## src/rtl/mmio_bus_ctrl.sv

```systemverilog
// Memory-mapped bus controller: decodes one core data request onto N_DEV targets,
// waits for the selected target's ack (or times out) and returns a one-cycle ready.
module mmio_bus_ctrl #(
  parameter int N_DEV = 4,
  parameter logic [N_DEV*64-1:0] DEV_BASE = {64'h2000_0040, 64'h2000_0020,
                                             64'h1000_0000, 64'h2000_0000},
  parameter logic [N_DEV*64-1:0] DEV_MASK = {64'hFFFF_FFFF_FFFF_FFF0, 64'hFFFF_FFFF_FFFF_FFF0,
                                             64'hFFFF_FFFF_FFF0_0000, 64'hFFFF_FFFF_FFFF_FFF0},
  parameter int TIMEOUT = 16,
  parameter int ST_W = 3
) (
  input  logic                  clock,
  input  logic                  reset,
  input  logic                  req_valid,
  input  logic [63:0]           req_addr,
  input  logic [63:0]           req_wdata,
  input  logic [ST_W-1:0]       req_store_type,
  output logic                  req_ready,
  output logic [63:0]           req_rdata,
  output logic                  req_err,
  output logic [N_DEV-1:0]      dev_sel,
  output logic [63:0]           dev_addr,
  output logic [63:0]           dev_wdata,
  output logic [ST_W-1:0]       dev_store_type,
  input  logic [N_DEV*64-1:0]   dev_rdata,
  input  logic [N_DEV-1:0]      dev_ack
);

  localparam int CNT_W = $clog2(TIMEOUT);

  typedef enum logic [1:0] {IDLE, WAIT, RESP} state_t;

  state_t             state;
  logic [CNT_W-1:0]   cnt;
  logic [N_DEV-1:0]   hit;
  logic [N_DEV-1:0]   win_sel;
  logic [63:0]        sel_rdata;
  logic               sel_ack;

  // Address decode; scanning from the top down leaves the lowest hitting index as winner.
  always_comb begin
    hit     = '0;
    win_sel = '0;
    for (int i = 0; i < N_DEV; i++) begin
      hit[i] = ((req_addr & DEV_MASK[64*i +: 64]) == DEV_BASE[64*i +: 64]);
    end
    for (int i = N_DEV - 1; i >= 0; i--) begin
      if (hit[i]) begin
        win_sel    = '0;
        win_sel[i] = 1'b1;
      end
    end
  end

  always_comb begin
    sel_rdata = '0;
    for (int i = 0; i < N_DEV; i++) begin
      if (dev_sel[i]) begin
        sel_rdata = sel_rdata | dev_rdata[64*i +: 64];
      end
    end
  end

  assign sel_ack = |(dev_ack & dev_sel);

  always_ff @(posedge clock) begin
    if (reset) begin
      state          <= IDLE;
      cnt            <= '0;
      dev_sel        <= '0;
      dev_addr       <= '0;
      dev_wdata      <= '0;
      dev_store_type <= '0;
      req_ready      <= 1'b0;
      req_err        <= 1'b0;
      req_rdata      <= '0;
    end else begin
      case (state)
        IDLE: begin
          req_ready <= 1'b0;
          req_err   <= 1'b0;
          req_rdata <= '0;
          // The ready pulse lands in an IDLE cycle while the core still holds
          // req_valid, so that cycle must not start a new transaction.
          if (req_valid && !req_ready) begin
            dev_addr  <= req_addr;
            dev_wdata <= req_wdata;
            cnt       <= '0;
            if (|hit) begin
              dev_sel        <= win_sel;
              dev_store_type <= req_store_type;
              state          <= WAIT;
            end else begin
              req_err <= 1'b1;
              state   <= RESP;
            end
          end
        end
        WAIT: begin
          if (sel_ack) begin
            req_rdata      <= sel_rdata;
            req_err        <= 1'b0;
            dev_sel        <= '0;
            dev_store_type <= '0;
            state          <= RESP;
          end else if (cnt == CNT_W'(TIMEOUT - 1)) begin
            req_rdata      <= '0;
            req_err        <= 1'b1;
            dev_sel        <= '0;
            dev_store_type <= '0;
            state          <= RESP;
          end else begin
            cnt <= cnt + 1'b1;
          end
        end
        RESP: begin
          req_ready <= 1'b1;
          state     <= IDLE;
        end
        default: state <= IDLE;
      endcase
    end
  end

endmodule

```

## config.mk

```make
export PLATFORM = sky130hd
export DESIGN_NAME = mmio_bus_ctrl
export DESIGN_NICKNAME = d
export VERILOG_FILES = /design/src/rtl/mmio_bus_ctrl.sv
export SDC_FILE = /design/constraint.sdc
export NUM_CORES = 1
export LEC_CHECK = 0
export ABC_AREA = 1
export CAP_MARGIN = 20
export CORE_AREA = 4 4 230 232
export CTS_CLUSTER_DIAMETER = 100
export CTS_CLUSTER_SIZE = 40
export DETAILED_ROUTE_END_ITERATION = 8
export DIE_AREA = 0 0 234 236
export SYNTH_ARGS = -nofsm -noshare
export SYNTH_HDL_FRONTEND = slang
export SYNTH_SLANG_ARGS = --single-unit
```

## constraint.sdc

```tcl
create_clock -name clock -period 1.3 [get_ports clock]
set_input_delay 0.26 -clock clock [delete_from_list [all_inputs] [get_ports clock]]
set_output_delay 0.26 -clock clock [all_outputs]
set_load 0.005 [all_outputs]
```

==> impl_metrics.json, run 1 <==
{
  "min_path_type": "in -> reg",
  "grt_overflow_total": 0,
  "hp-start": "req_addr[48]",
  "first_pass_iters": 5,
  "outcome": "finished, violations left",
  "finalWeightedCongestion": 0.9081,
  "relSlewSlack_pct": 59.57,
  "placed_cell_area_sq_mm": 0.01668,
  "start_kind": "register",
  "synth_cells": 1313,
  "ctsHoldBuffers": 0,
  "num_vias": 12120,
  "seq_area_frac_synth_pct": 45.09,
  "finalCriticalPeriod_ns": 1.675,
  "drive_above_1_share_pct": 43.61,
  "hold_violations": 0,
  "slowest_delay_ns": 0.38,
  "die_area_sq_mm": 0.05522,
  "cts_sinks": 207,
  "finalNonFillerCells": 2720,
  "post_drt_wl_per_cell_um": 20.86,
  "totalPowerFinal_mw": 17.10,
  "violations": "negative setup slack",
  "initial_core_util_pct": 18.03,
  "crit_start": "dev_sel[2]",
  "syn_avg_cell_area_sq_um": 7.000,
  "layout_commonest_cell": "clkdlybuf4s50_1",
  "crit_top_cell": "buf_6",
  "clockRootBuffer": "clkbuf_16",
  "syn_nets": 1708,
  "synth_cell_types": 31,
  "tightest_slew_ns": 0.6058,
  "crit_required_ns": 1.73,
  "cts_made_buffers": 12,
  "grt_pass1_vias": 11670,
  "setup.worst_path.end_class": "register",
  "path_class": "reg -> reg",
  "r2r_setup_slack_ns": -0.38,
  "grt_max_degree": 73,
  "path_cells": "buf_6, a22o_1, nor2_4, nand3_4, buf_6, nand2_8, clkbuf_16, nand2_1, a21oi_2",
  "grt_pass1_wl_um": 72940,
  "cts_tree": "done",
  "final_core_util_pct": 37.72,
  "irDropWorstVdd_v": 0.0008921,
  "clk_pin_slew_worst_paths_ns": 0.12,
  "slowest_stage": "dfxtp_4",
  "grt_use_total_pct": 17.18,
  "cap_violations": 0,
  "layout_common_cells": "386 x clkdlybuf4s50_1, 338 x nand2_1, 187 x dfxtp_2",
  "r2r_start": "dev_sel[2]",
  "syn_area_sq_mm": 0.009191,
  "clock.fmax_mhz": 597.0,
  "rsz0062_at_grt": "true",
  "yosys_warnings": 0,
  "nets": 2425,
  "io_buffers": 594,
  "p_leak_nw": 7.870,
  "drt-total-wl_um": 56730,
  "drt_iter0_markers": 506,
  "hold_ws_ns": 0.1416,
  "cp_max_fo": 7,
  "placed_cells": 2617,
  "die_w_um": 234,
  "antenna_found_initial": 10,
  "ant_nets": 0,
  "setup_viol": 211,
  "ios": 595,
  "htree_levels": 1,
  "std_cell_rows": 83,
  "arrival_ns": 2.10,
  "slew_violations": 0,
  "vias_per_cell": 4.455,
  "clk_latency_ns": 0.50,
  "p_per_area_mw_per_mm2": 889.3,
  "final_cell_area_sq_mm": 0.01923,
  "die_y_um": 236,
  "remaining_drc_errors": 0,
  "ys_seq_elements": 207,
  "clockBufferDepth": 3,
  "setup_slack_ns": -0.3750,
  "area.growth.synth_to_final_pct": 109.3,
  "period_share_pct": 128.8,
  "coreArea_sq_mm": 0.05099,
  "hpwl_um": 38010,
  "skew_ns": 0.01474
}
sequential cells by signal (all words and copies together), names as in the netlist:
| name | count |
|---|---|
| dev_wdata | 64 |
| state | 2 |
| req_err | 1 |
| req_rdata | 64 |
| dev_addr | 64 |
| dev_sel | 4 |
| req_ready | 1 |
| dev_store_type | 3 |
| cnt | 4 |
worst max-delay path: cells and delay by family (launching register included):
kind | cells | cell delay, ns
simple gates | 4 | 0.44
buf+inv | 3 | 0.45
flops | 1 | 0.38
compound gates | 2 | 0.32
final cells by class:
cell class | instances | area [sq um]
Antenna cell | 4 | 10.01
Fill cell | 5153 | 31760
Inverter | 43 | 197.7
Tap cell | 680 | 850.8
Timing Repair Buffer | 791 | 7792
Multi-Input combinational cell | 975 | 5550
Clock inverter | 6 | 87.58
Clock buffer | 14 | 329.1
Sequential cell | 207 | 4415
layer usage:
metal	up-vias	wire, um	GRT usage [%]
li1	5759	-	-
met1	5673	20680	18.70
met2	570	28370	30.49
met3	109	4885	5.000
met4	6	2743	7.994
met5	-	44	0
metrics by stage:
step                      TNS [ns]  setup slack (ns)
final                       -47.63           -0.3750
after global routing        -62.81           -0.4427
after CTS                   -47.21           -0.3750
after detailed placement   -120.91            -1.157
after global placement     -114.34            -1.149
after floorplan             -1.322          -0.03352
timing repair:
action                     in CTS  in global routing
setup endpoints to repair     407                228
gates resized for setup      1062                445
buffers inserted               20                 19
cloned                         10                 34
pin swaps                      24                122
Yosys cell counts:
cell type  count  area [sq um]
a21oi_1       88         440.4
a21oi_2       10         87.58
a221o_1       15         150.1
a22o_1        16         140.1
buf_1         14         52.55
buf_2         25         125.1
buf_4          3         22.52
buf_6          6         67.56
clkbuf_1      42         157.7
dfxtp_1      207          4144
ha_1           1         12.51
inv_1         38         142.6
inv_2          5         18.77
nand2_1      356          1336
nand2_2       11         68.82
nand2_4        2         22.52
nand3_1       14         70.07
nand3_2        2         20.02
nand3_4        1         17.52
nand4_1       52         325.3
nor2_1       257         964.7
nor2_2         2         12.51
nor2_4         5         56.30
nor2_8         1         20.02
nor3_1         5         25.02
nor3b_1        1         7.510
o21ai_0      126         630.6
o21ai_1        4         20.02
o21ai_2        2         17.52
or2_1          1         6.260
xor2_1         1         8.760
where the power goes:
group,switching [mW],internal [mW]
clock,2.57,1.99
combinational,2.34,3.03
sequential,0.318,6.85
cells by family (layout without fill, tap and decap cells):
| group | Yosys count | count (layout) | share of synthesized area, % |
|---|---|---|---|
| flip-flops | 207 | 207 | 45.09 |
| AND/OR/NAND/NOR | 710 | 712 | 32.13 |
| buffers and inverters | 133 | 854 | 6.384 |
| other | 0 | 4 | 0 |
| adder cells (fa/ha/maj) | 1 | 1 | 0.1361 |
| XOR/XNOR | 1 | 1 | 0.09531 |
| AO/OA/AOI/OAI | 261 | 261 | 16.17 |
final timing paths:
check / endpoint / cells after the start
max: req_rdata[5] / 9
min: dev_addr[48] / 4
max reg2reg: req_rdata[5] / 9
min reg2reg: req_rdata[2] / 2
No activity file was read; power rests on OpenSTA's default activity.
==> run 2, diff against run 1 <==
--- a/config.mk
+++ b/config.mk
@@ -6,12 +6,13 @@
 export NUM_CORES = 1
 export LEC_CHECK = 0
 export ABC_AREA = 1
-export CAP_MARGIN = 20
 export CORE_AREA = 4 4 230 232
 export CTS_CLUSTER_DIAMETER = 100
 export CTS_CLUSTER_SIZE = 40
 export DETAILED_ROUTE_END_ITERATION = 8
 export DIE_AREA = 0 0 234 236
+export HOLD_SLACK_MARGIN = 0.05
 export SYNTH_ARGS = -nofsm -noshare
 export SYNTH_HDL_FRONTEND = slang
 export SYNTH_SLANG_ARGS = --single-unit
+export TNS_END_PERCENT = 1
==> run 2 against run 1 <==
- the flow still finishes with violations (negative setup slack)
- final area fell by 11%
- sequential power fell by 2%
- core utilization fell by 4.1 points
- sequential share of layout area rose by 2.6 points
- clock skew rose by 0.0097 ns
- critical path depth rose by 1
- count of clock-buffer cells in the layout fell by 1
- clock power rose by 2%
- via count fell by 5.2%
- flip-flop and latch count did not move
- register-to-register slack improved by 0.02 ns
- critical path type unchanged
==> impl_metrics.json, run 2 (same netlist as run 1, synthesis figures left out) <==
{
  "placed_cell_area_sq_mm": 0.01653,
  "period_share_pct": 127.1,
  "p_per_area_mw_per_mm2": 908.6,
  "slew_violations": 0,
  "remaining_drc_errors": 0,
  "drive_above_1_share_pct": 30.36,
  "grt_pass1_vias": 11590,
  "crit_required_ns": 1.73,
  "p_leak_nw": 7.177,
  "rsz0062_at_grt": "true",
  "num_vias": 11490,
  "nets": 2358,
  "cap_violations": 0,
  "violations": "negative setup slack",
  "die_area_sq_mm": 0.05522,
  "setup_slack_ns": -0.3519,
  "vias_per_cell": 4.320,
  "tightest_slew_ns": 0.5218,
  "hpwl_um": 37310,
  "ios": 595,
  "skew_ns": 0.02447,
  "grt_overflow_total": 0,
  "path_class": "reg -> reg",
  "finalWeightedCongestion": 0.9296,
  "hold_violations": 0,
  "ctsHoldBuffers": 0,
  "setup_viol": 190,
  "layout_commonest_cell": "clkdlybuf4s50_1",
  "totalPowerFinal_mw": 15.58,
  "cp_max_fo": 9,
  "io_buffers": 594,
  "antenna_found_initial": 16,
  "clock.fmax_mhz": 605.4,
  "die_y_um": 236,
  "start_kind": "register",
  "relSlewSlack_pct": 65.21,
  "clockBufferDepth": 3,
  "final_cell_area_sq_mm": 0.01714,
  "cts_tree": "done",
  "clockRootBuffer": "clkbuf_16",
  "initial_core_util_pct": 18.03,
  "arrival_ns": 2.08,
  "std_cell_rows": 83,
  "place_ws_ns": -1.176,
  "fin_setup_tns_ns": -35.71,
  "reg.largest.list": "dev_addr (64), dev_wdata (64), req_rdata (64)",
  "cts_sinks": 207,
  "grt_use_total_pct": 16.46,
  "area.growth.synth_to_final_pct": 86.50,
  "ant_nets": 0,
  "min_path_type": "in -> reg",
  "htree_levels": 1,
  "first_pass_iters": 5,
  "drt-total-wl_um": 50230,
  "irDropWorstVdd_v": 0.0006743,
  "post_drt_wl_per_cell_um": 18.89,
  "drt_iter0_markers": 577,
  "cts_made_buffers": 13,
  "hold_ws_ns": 0.2552,
  "finalCriticalPeriod_ns": 1.652,
  "coreArea_sq_mm": 0.05099,
  "setup.worst_path.end_class": "register",
  "clk_latency_ns": 0.51,
  "outcome": "finished, violations left",
  "grt_max_degree": 93,
  "clk_pin_slew_worst_paths_ns": 0.11,
  "die_w_um": 234,
  "grt_pass1_wl_um": 69950,
  "layout_common_cells": "391 x clkdlybuf4s50_1, 346 x nand2_1, 253 x nor2_1"
}
==> run 2: metrics by stage <==
step,instances,utilization (%)
floorplan,1313,-
global placement,2600,32.42
detailed placement,2600,32.42
CTS,2644,33.08
global route,2655,33.60
finish,2659,33.62
==> run 2: repair_timing <==
item	CTS	global route
buffers inserted	14	1
gates cloned	8	5
setup endpoints to repair	407	264
resized for setup	883	141
pin swaps	13	18
==> run 2: per-layer routing <==
metal / share of wire, % / routed length, um / track usage (%) / vias to the layer above
li1: - / - / - / 5596
met1: 38 / 19030 / 17.78 / 5292
met2: 49 / 24510 / 29.42 / 516
met3: 9.7 / 4886 / 5.350 / 78
met4: 3.5 / 1765 / 6.698 / 6
met5: 0.074 / 37 / 0 / -
==> run 2: worst max-delay path, stage by stage, from the launching register on <==
cell	delay, ns
dfxtp_4	0.37
buf_4	0.14
nand2_1	0.06
nand2_2	0.08
nor2_4	0.05
buf_6	0.11
nor2_4	0.18
buf_12	0.20
clkbuf_16	0.18
nand2_1	0.05
a21oi_1	0.13
==> run 2: cell type report <==
class,count,area [sq um]
fillers,5363,33850
inverters,43,166.4
diodes,9,22.52
well taps,680,850.8
flip-flops and latches,207,4380
multi-input cells,974,4616
repair buffers,724,6678
clock inverters,9,102.6
clock buffers,13,325.3
==> run 2: final timing paths <==
| kind | from | cells after the start | to | slack [ns] |
|---|---|---|---|---|
| setup reg to reg | dev_sel[0] | 10 | req_rdata[14] | -0.35 |
| setup / recovery | dev_sel[0] | 10 | req_rdata[14] | -0.35 |
| hold / removal | reset | 3 | req_rdata[2] | 0.26 |
| hold reg to reg | req_rdata[0] | 2 | req_rdata[0] | 0.46 |
==> run 2: power breakdown <==
part | total [mW] | leakage (nW) | internal, mW | switching, mW
registers | 7.06 | 1.77 | 6.84 | 0.220
logic | 3.89 | 5.20 | 2.16 | 1.73
clock network | 4.63 | 0.211 | 2.01 | 2.62
total | 15.6 | 7.18 | 11.0 | 4.56
==> run 3, diff against run 2 <==
--- a/config.mk
+++ b/config.mk
@@ -12,6 +12,7 @@
 export DETAILED_ROUTE_END_ITERATION = 8
 export DIE_AREA = 0 0 234 236
 export HOLD_SLACK_MARGIN = 0.05
+export REMOVE_ABC_BUFFERS = 1
 export SYNTH_ARGS = -nofsm -noshare
 export SYNTH_HDL_FRONTEND = slang
 export SYNTH_SLANG_ARGS = --single-unit
==> run 3 against run 2 <==
- the run still ends with negative setup slack left
- final cell count decreased by 0.23%
- hold slack improved by 0.0039 ns
- first-iteration DRC count increased by 10%
- sequential power about the same
- sequential share of layout area increased by 0.27 points
- largest cell class unchanged
==> impl_metrics.json, run 3 (same netlist as run 1, synthesis figures left out) <==
{
  "grt_pass1_vias": 11180,
  "nets": 2359,
  "htree_levels": 1,
  "die_y_um": 236,
  "met2_length_um": 22710,
  "post_drt_wl_per_cell_um": 17.19,
  "finalWeightedCongestion": 0.8756,
  "p_per_area_mw_per_mm2": 927.1,
  "path_cells": "buf_6, a22o_1, nor2_4, buf_4, nor2_4, buf_12, buf_4, nand2_2, a21oi_1",
  "cts_tree": "done",
  "relSlewSlack_pct": 73.09,
  "die_area_sq_mm": 0.05522,
  "setup.worst_path.end_class": "register",
  "slew_violations": 0,
  "min_path_type": "in -> reg",
  "cp_num_buf_inv": 4,
  "crit_required_ns": 1.67,
  "drive_above_1_share_pct": 31.00,
  "arrival_ns": 2.07,
  "drt_iter0_markers": 637,
  "grt_overflow_total": 0,
  "cts_made_buffers": 13,
  "r2r_setup_slack_ns": -0.40,
  "setup_viol": 172,
  "die_w_um": 234,
  "rsz0062_at_grt": "true",
  "cap_violations": 0,
  "layout_commonest_cell": "clkdlybuf4s50_1",
  "hold_violations": 0,
  "hp-start": "req_addr[25]",
  "clockRootBuffer": "clkbuf_16",
  "r2r_cells": 9,
  "violations": "negative setup slack",
  "fin_setup_tns_ns": -32.63,
  "place_ws_ns": -1.038,
  "totalPowerFinal_mw": 15.80,
  "ant_nets": 0,
  "layout_common_cells": "391 x clkdlybuf4s50_1, 349 x nand2_1, 253 x nor2_1",
  "grt_pass1_wl_um": 66870,
  "clock.fmax_mhz": 589.1,
  "routed.top_layer": "met4",
  "outcome": "finished, violations left",
  "grt_use_total_pct": 15.44,
  "initial_core_util_pct": 18.03,
  "slowest_stage": "dfxtp_4",
  "clockBufferDepth": 3,
  "setup_slack_ns": -0.3976,
  "clk_latency_ns": 0.52,
  "holdPathEnd": "dev_addr[25]",
  "ios": 595,
  "area.growth.synth_to_final_pct": 85.45,
  "finalCriticalPeriod_ns": 1.698,
  "p_leak_nw": 7.128,
  "r2r_start": "dev_sel[1]",
  "met1_length_um": 18960,
  "skew_ns": 0.03732,
  "grt_max_degree": 76,
  "min_path_cells": 3,
  "coreArea_sq_mm": 0.05099,
  "num_vias": 11210,
  "hpwl_um": 34130,
  "path_delay_family": "buffers and inverters",
  "reg.largest.list": "dev_addr (64), dev_wdata (64), req_rdata (64)",
  "critical_path_depth": 9,
  "tightest_slew_ns": 0.4037,
  "io_buffers": 594,
  "path_class": "reg -> reg",
  "cts_sinks": 207,
  "first_pass_iters": 5,
  "vias_per_cell": 4.224,
  "drt-total-wl_um": 45590,
  "std_cell_rows": 83,
  "slowest_delay_ns": 0.38,
  "irDropWorstVdd_v": 0.0007150,
  "cp_max_fo": 14,
  "antenna_found_initial": 2,
  "dr_wl_met3_um": 2739,
  "start_kind": "register",
  "period_share_pct": 130.6,
  "clk_pin_slew_worst_paths_ns": 0.11,
  "remaining_drc_errors": 0,
  "rr_endpoint": "req_rdata[48]"
}
[run 3: cell count changes in the layout (fill, tap and decap cells not counted), sizes merged]
cell          before  now
bufbuf             3    1
dlymetal6s2s       1    0
clkbuf            43   33
buf              290  308
inv               48   49
dlygate4sd3        0    1
clkinv             4    3
dlygate4sd2        9    5
nand2            370  369
diode              9    2
[run 3: metrics by stage]
step	cells	util [%]	hold WS (ns)	instance area (sq um)
2_1_floorplan	1223	-	0.3224	8766
3_3_place_gp	2607	32.52	0.4471	16580
3_5_place_dp	2607	32.52	0.4557	16580
4_1_cts	2647	33.04	0.2207	16850
5_1_grt	2652	33.42	0.2613	17040
6_report	2653	33.43	0.2591	17050
[run 3: worst max path at each step]
| stage | from | endpoint |
|---|---|---|
| 4_1_cts | dev_sel[0] | req_rdata[11] |
| 2_1_floorplan | dev_sel[1] | cnt[3] |
| 6_report | dev_sel[1] | req_rdata[48] |
| 5_1_grt | dev_sel[1] | req_rdata[29] |
| 3_5_place_dp | req_addr[25] | dev_sel[1] |
| 3_3_place_gp | req_addr[25] | dev_sel[3] |
[run 3: final cells by class]
cell class | count | area (sq um)
antenna | 2 | 5.005
clock buffer | 13 | 325.3
clock inverter | 9 | 126.4
fill | 5439 | 33950
inverter | 43 | 166.4
multi-input combinational | 973 | 4541
sequential | 207 | 4402
tap | 680 | 850.8
timing repair buffer | 726 | 6629
[run 3: power breakdown]
group / total, mW / switching, mW / internal, mW
registers: 7.08 / 0.235 / 6.85
logic: 3.91 / 1.69 / 2.22
clock network: 4.81 / 2.75 / 2.06
[run 3: worst reg2reg max path, stage by stage, from the launching register on]
cell and delay (ns):
dfxtp_4 0.38, buf_6 0.12, a22o_1 0.23, nor2_4 0.14, buf_4 0.14, nor2_4 0.04, buf_12 0.15, buf_4 0.17
nand2_2 0.10, a21oi_1 0.09
[run 3: what timing repair did]
item | in CTS | in global routing
cloned | 3 | 1
buffers inserted | 14 | 3
gates resized for setup | 909 | 175
pin swaps | 7 | 6
hold endpoints to repair | 4 | 0
setup endpoints to repair | 407 | 275
hold buffers | 1 | 0
[run 3: layer usage]
layer  vias to the layer above  global-route usage, %
met2                       330                  26.96
met5                         -                      0
met3                        53                  3.031
met4                         0                  3.853
met1                      5241                  19.44
li1                       5581                      -
